### config.mk
export PLATFORM = sky130hd
export DESIGN_NAME = demux_destino
export DESIGN_NICKNAME = d
export VERILOG_FILES = /design/src/rtl/demux_destino_pkg.sv /design/src/rtl/demux_destino_fifo_dest.sv /design/src/rtl/demux_destino.sv
export SDC_FILE = /design/constraint.sdc
export NUM_CORES = 1
export LEC_CHECK = 0
export CAP_MARGIN = 15
export CELL_PAD_IN_SITES_DETAIL_PLACEMENT = 0
export CELL_PAD_IN_SITES_GLOBAL_PLACEMENT = 1
export CORE_AREA = 4 4 164 103
export CTS_CLUSTER_DIAMETER = 40
export DETAILED_ROUTE_END_ITERATION = 7
export DIE_AREA = 0 0 168 107
export PLACE_DENSITY_LB_ADDON = 0.12
export SETUP_SLACK_MARGIN = 0.5
export SYNTH_ARGS = -nofsm -noshare
export SYNTH_HDL_FRONTEND = slang
export SYNTH_SLANG_ARGS = --single-unit
### constraint.sdc
create_clock -name clk -period 4.82 [get_ports clk]
set_input_delay 1.446 -clock clk [delete_from_list [all_inputs] [get_ports clk]]
set_output_delay 1.446 -clock clk [all_outputs]
set_load 0.01 [all_outputs]
### src/rtl/demux_destino_pkg.sv
// Shared constants for the demux_destino egress receiver: FIFO indexing and word layout.
package demux_destino_pkg;

  localparam int NUM_FIFOS   = 4;
  localparam int D0VC0       = 0;
  localparam int D0VC1       = 1;
  localparam int D1VC0       = 2;
  localparam int D1VC1       = 3;

  localparam int VC_BIT      = 4;
  localparam int PAYLOAD_MSB = 3;

  typedef logic [PAYLOAD_MSB:0] payload_t;

  // Destination FIFO index is {dest, vc}.
  function automatic logic [1:0] fifo_index(input logic dest, input logic vc);
    return {dest, vc};
  endfunction

endpackage

### src/rtl/demux_destino_fifo_dest.sv
// Single-clock destination FIFO with registered read port and occupancy flags.
module fifo_dest import demux_destino_pkg::*; #(
  parameter int DEPTH     = 8,
  parameter int AF_THRESH = 6,
  parameter int AE_THRESH = 1
) (
  input  logic     clk,
  input  logic     reset_L,
  input  logic     push,
  input  payload_t push_data,
  input  logic     pop,
  output payload_t data,
  output logic     valid,
  output logic     empty,
  output logic     almost_empty,
  output logic     almost_full,
  output logic     drop
);

  localparam int AW = $clog2(DEPTH);
  localparam int CW = AW + 1;
  localparam logic [CW-1:0] FULL_C = CW'(DEPTH);
  localparam logic [CW-1:0] AF_C   = CW'(AF_THRESH);
  localparam logic [CW-1:0] AE_C   = CW'(AE_THRESH);

  payload_t      mem [DEPTH];
  logic [AW-1:0] wr_ptr;
  logic [AW-1:0] rd_ptr;
  logic [CW-1:0] count;
  logic          full;
  logic          pop_ok;
  logic          push_ok;

  assign full         = (count == FULL_C);
  assign empty        = (count == '0);
  assign almost_empty = (count <= AE_C);
  assign almost_full  = (count >= AF_C);

  // A pop needs stored data, so push+pop on an empty FIFO writes without fall-through.
  assign pop_ok  = pop && !empty;
  assign push_ok = push && (!full || pop_ok);
  assign drop    = push && full && !pop_ok;

  always_ff @(posedge clk or negedge reset_L) begin
    if (!reset_L) begin
      wr_ptr <= '0;
      rd_ptr <= '0;
      count  <= '0;
      data   <= '0;
      valid  <= 1'b0;
    end else begin
      valid <= pop_ok;
      if (pop_ok) begin
        data   <= mem[rd_ptr];
        rd_ptr <= rd_ptr + AW'(1);
      end
      if (push_ok) begin
        wr_ptr <= wr_ptr + AW'(1);
      end
      if (push_ok && !pop_ok) begin
        count <= count + CW'(1);
      end else if (pop_ok && !push_ok) begin
        count <= count - CW'(1);
      end
    end
  end

  // Storage needs no reset; pointers and count define what is live.
  always_ff @(posedge clk) begin
    if (push_ok) begin
      mem[wr_ptr] <= push_data;
    end
  end

endmodule

### src/rtl/demux_destino.sv
// Egress receiver: steers two destination streams into four {dest,vc} FIFOs with upstream pause.
// Optional DEMUX_DROP_CNT_EN adds dropCnt, an 8-bit saturating count of dropped words.
module demux_destino import demux_destino_pkg::*; #(
  parameter int DEPTH     = 8,
  parameter int AF_THRESH = 6,
  parameter int AE_THRESH = 1
) (
  input  logic       clk,
  input  logic       reset_L,
  input  logic [4:0] dataIn_0,
  input  logic [4:0] dataIn_1,
  input  logic [1:0] validIn,
  input  logic [3:0] pop,
  output logic [3:0] dataOut_0VC0,
  output logic [3:0] dataOut_0VC1,
  output logic [3:0] dataOut_1VC0,
  output logic [3:0] dataOut_1VC1,
  output logic [3:0] validOut,
  output logic [3:0] empty,
  output logic [3:0] almostEmpty,
  output logic [3:0] almostFull,
  output logic       pause,
  output logic       overflowErr
`ifdef DEMUX_DROP_CNT_EN
  ,
  output logic [7:0] dropCnt
`endif
);

  logic [NUM_FIFOS-1:0] push;
  payload_t             push_data [NUM_FIFOS];
  payload_t             fifo_data [NUM_FIFOS];
  logic [NUM_FIFOS-1:0] drop;

  always_comb begin
    push             = '0;
    push_data[D0VC0] = dataIn_0[PAYLOAD_MSB:0];
    push_data[D0VC1] = dataIn_0[PAYLOAD_MSB:0];
    push_data[D1VC0] = dataIn_1[PAYLOAD_MSB:0];
    push_data[D1VC1] = dataIn_1[PAYLOAD_MSB:0];
    if (validIn[0]) begin
      push[fifo_index(1'b0, dataIn_0[VC_BIT])] = 1'b1;
    end
    if (validIn[1]) begin
      push[fifo_index(1'b1, dataIn_1[VC_BIT])] = 1'b1;
    end
  end

  for (genvar i = 0; i < NUM_FIFOS; i++) begin : g_fifo
    fifo_dest #(
      .DEPTH    (DEPTH),
      .AF_THRESH(AF_THRESH),
      .AE_THRESH(AE_THRESH)
    ) u_fifo (
      .clk         (clk),
      .reset_L     (reset_L),
      .push        (push[i]),
      .push_data   (push_data[i]),
      .pop         (pop[i]),
      .data        (fifo_data[i]),
      .valid       (validOut[i]),
      .empty       (empty[i]),
      .almost_empty(almostEmpty[i]),
      .almost_full (almostFull[i]),
      .drop        (drop[i])
    );
  end

  assign dataOut_0VC0 = fifo_data[D0VC0];
  assign dataOut_0VC1 = fifo_data[D0VC1];
  assign dataOut_1VC0 = fifo_data[D1VC0];
  assign dataOut_1VC1 = fifo_data[D1VC1];

  // Pause follows the flags by one cycle; headroom above AF_THRESH covers words in flight.
  always_ff @(posedge clk or negedge reset_L) begin
    if (!reset_L) begin
      pause       <= 1'b0;
      overflowErr <= 1'b0;
    end else begin
      pause <= |almostFull;
      if (|drop) begin
        overflowErr <= 1'b1;
      end
    end
  end

`ifdef DEMUX_DROP_CNT_EN
  logic [1:0] drop_num;
  logic [8:0] drop_sum;

  // Each stream targets one FIFO of its own destination, so at most two drops per cycle.
  assign drop_num = {1'b0, drop[D0VC0] | drop[D0VC1]} + {1'b0, drop[D1VC0] | drop[D1VC1]};
  assign drop_sum = {1'b0, dropCnt} + {7'b0, drop_num};

  always_ff @(posedge clk or negedge reset_L) begin
    if (!reset_L) begin
      dropCnt <= 8'h00;
    end else begin
      dropCnt <= drop_sum[8] ? 8'hFF : drop_sum[7:0];
    end
  end
`endif

endmodule
==> flow_metrics.tcl <==
set metrics [dict create \
    final_cell_mix "edfxtp_1, dfrtp_1, clkdlybuf4s50_1, mux2_2, mux4_1" \
    multi_input_area_sq_um 2640 \
    synth_warnings 0 \
    avgRoutedWirePerCell_um 19.8 \
    grt_pass1_wl_um 24000 \
    cts_resized 0 \
    crit_type "reg -> out" \
    port_buffers 51 \
    die_y_um 107 \
    power.leakage_nw 3.53 \
    cap_viol_max_count 0 \
    min_period_over_period 0.788 \
    holdPathStages 1 \
    dr_wl_met3_um 872 \
    initial_utilization 0.545 \
    place_ws_ns 0.927 \
    post_cts_buffers 0 \
    rows 35 \
    layout_commonest_cell "edfxtp_1" \
    drtPass1Iterations 5 \
    holdBufCountCts 0 \
    ant_nets 0 \
    rr_worst_depth 9 \
    worstMarginPinSlew_ns 0.979 \
    root_buffer "clkbuf_16" \
    dpl_cell_area_sq_um 8880 \
    place_inst 721 \
    grt_max_degree 32 \
    highest_layer "met4" \
    worst_slack_ns 1.02 \
    syn_area_sq_um 8280 \
    diodes 0 \
    clock_sinks 190 \
    status "completed" \
    finalSetupViolCount 0 \
    p_total_mw 5.51 \
    final_area_sq_um 9440 \
    cts_made_buffers 17 \
    timing.final.crit_period_ns 3.80 \
    drive_gt1_frac 0.151 \
    synth_cells 489 \
    htree_levels 4 \
    vdd_drop_max_v 0.000271 \
    insertion_delay_ns 0.42 \
    slew_headroom 0.341 \
    avgSynthCellArea_sq_um 16.9 \
    dp_hpwl_um 10500 \
    syn_nets 536 \
    fin_setup_tns_ns 0 \
    instances_no_fill 753 \
    worstPathMaxFanout 6 \
    rsz0062_at_grt "false" \
    cts_tree "done" \
    drv_slew 0 \
    fin_skew_ns 0.0102 \
    wl_met1_um 7560 \
    drcViolationCount 0 \
    grt_pass1_vias 4239 \
    crit_arrival_ns 2.35 \
    cp-end-kind "output pin" \
    seq_area_sq_um 5400 \
    antenna_found_initial 0 \
    core_sq_um 15200 \
    power.density_nw_per_um2 584 \
    vias 4188 \
    nFillCells 1107 \
    timing.fmax_mhz 263 \
    grt_use_total 0.176 \
    startpoint_type "flip-flop" \
    syn_to_final_growth_pct 13.9 \
    synth_seq_cells 190 \
    yosysSeqAreaShare 0.651 \
    gr-total-overflow 0 \
    clockBufferDepth 2 \
    hp-class "reg -> reg" \
    dieArea_sq_um 18000 \
    viasPerCell 5.56 \
    clk_pin_slew_ns 0.07 \
    wl_um 14900 \
    io_pins 52 \
    synth_cell_types 29 \
    gp_congestion 0.776 \
    num-nets-final 584 \
    fp.dieW_um 168 \
    dr_wl_met2_um 6380 \
    hold_violations 0 \
    cp_data_required_time_ns 3.37 \
    drt_first_iter_violations 287 \
]
report_power, final:
part           internal [mW]  total [mW]  switching [mW]
Clock                  0.696        1.34           0.639
Combinational          0.967        1.62           0.658
Sequential              2.09        2.55           0.455
Total                   3.75        5.51            1.75
layer usage:
| layer | track usage | vias to the layer above |
|---|---|---|
| li1 | - | 1976 |
| met1 | 0.278 | 2099 |
| met2 | 0.245 | 105 |
| met3 | 0.0409 | 8 |
| met4 | 0.0504 | 0 |
| met5 | 0 | - |
kinds of logic after synthesis:
logic type,Yosys count,share of synthesized area
flops,190,0.651
simple gates,104,0.0692
mux,78,0.163
buf+inv,43,0.0304
xor+xnor,32,0.0338
fa+ha+maj,29,0.0438
compound gates,13,0.00846
per-stage QoR:
stage                     hold WS (ns)   util
after floorplan                  0.480      -
after global placement           0.488  0.584
after detailed placement         0.494  0.584
after CTS                        0.509  0.621
after global routing             0.527  0.621
final                            0.506  0.621
worst paths after layout:
kind                                           start                    endpoint  slack, ns
setup / recovery           g_fifo[0].u_fifo.count[0]                    empty[0]       1.02
hold / removal              g_fifo[1].u_fifo.data[2]    g_fifo[1].u_fifo.data[2]       0.51
setup reg to reg           g_fifo[0].u_fifo.count[0]   g_fifo[0].u_fifo.count[3]       2.08
hold reg to reg             g_fifo[1].u_fifo.data[2]    g_fifo[1].u_fifo.data[2]       0.51
max in group asynchronous                    reset_L  g_fifo[1].u_fifo.wr_ptr[2]       2.94
min in group asynchronous                    reset_L    g_fifo[0].u_fifo.data[0]       1.08
layout make-up:
| cell class | instances | share of cell area |
|---|---|---|
| sequential | 190 | 0.572 |
| multi-input combinational | 256 | 0.279 |
| clock inverter | 14 | 0.0127 |
| tap | 203 | 0.0269 |
| timing repair buffer | 53 | 0.0552 |
| clock buffer | 18 | 0.0465 |
| inverter | 19 | 0.00756 |
synthesized netlist by cell type (all sizes together):
cell	count	area (sq um)
nand4	8	50.1
nand3b	1	7.51
nor3	18	90.1
or3b	4	35.0
xnor2	19	166
a221o	1	10.0
mux2	40	450
o21ai	8	40.0
and2	1	6.26
buf	20	165
or4	5	37.5
nand4bb	4	45.0
clkbuf	4	15.0
nand3	10	50.1
nor4	3	18.8
nor2	23	86.3
a21oi	4	20.0
nand2	13	58.8
inv	19	71.3
nand2b	12	75.1
xor2	13	114
dfrtp	62	1550
ha	29	363
nor2b	2	12.5
mux4	32	841
edfxtp	128	3840
mux2i	6	60.1
worst max-delay path: stages, from the launching register on:
cell             delay, ns
dfrtp_1               0.46
inv_1                 0.12
ha_1                  0.24
or3b_2                0.50
inv_1                 0.08
clkdlybuf4s50_1       0.52
state kept, by name, indices dropped and copies added (netlist names):
name	cells
g_fifo.u_fifo.wr_ptr	12
g_fifo.u_fifo.data	16
g_fifo.u_fifo.valid	4
g_fifo.u_fifo.rd_ptr	12
pause	1
g_fifo.u_fifo.count	16
overflowErr	1
g_fifo.u_fifo.mem	128
Note: power is estimated with default switching activity, not from simulation.
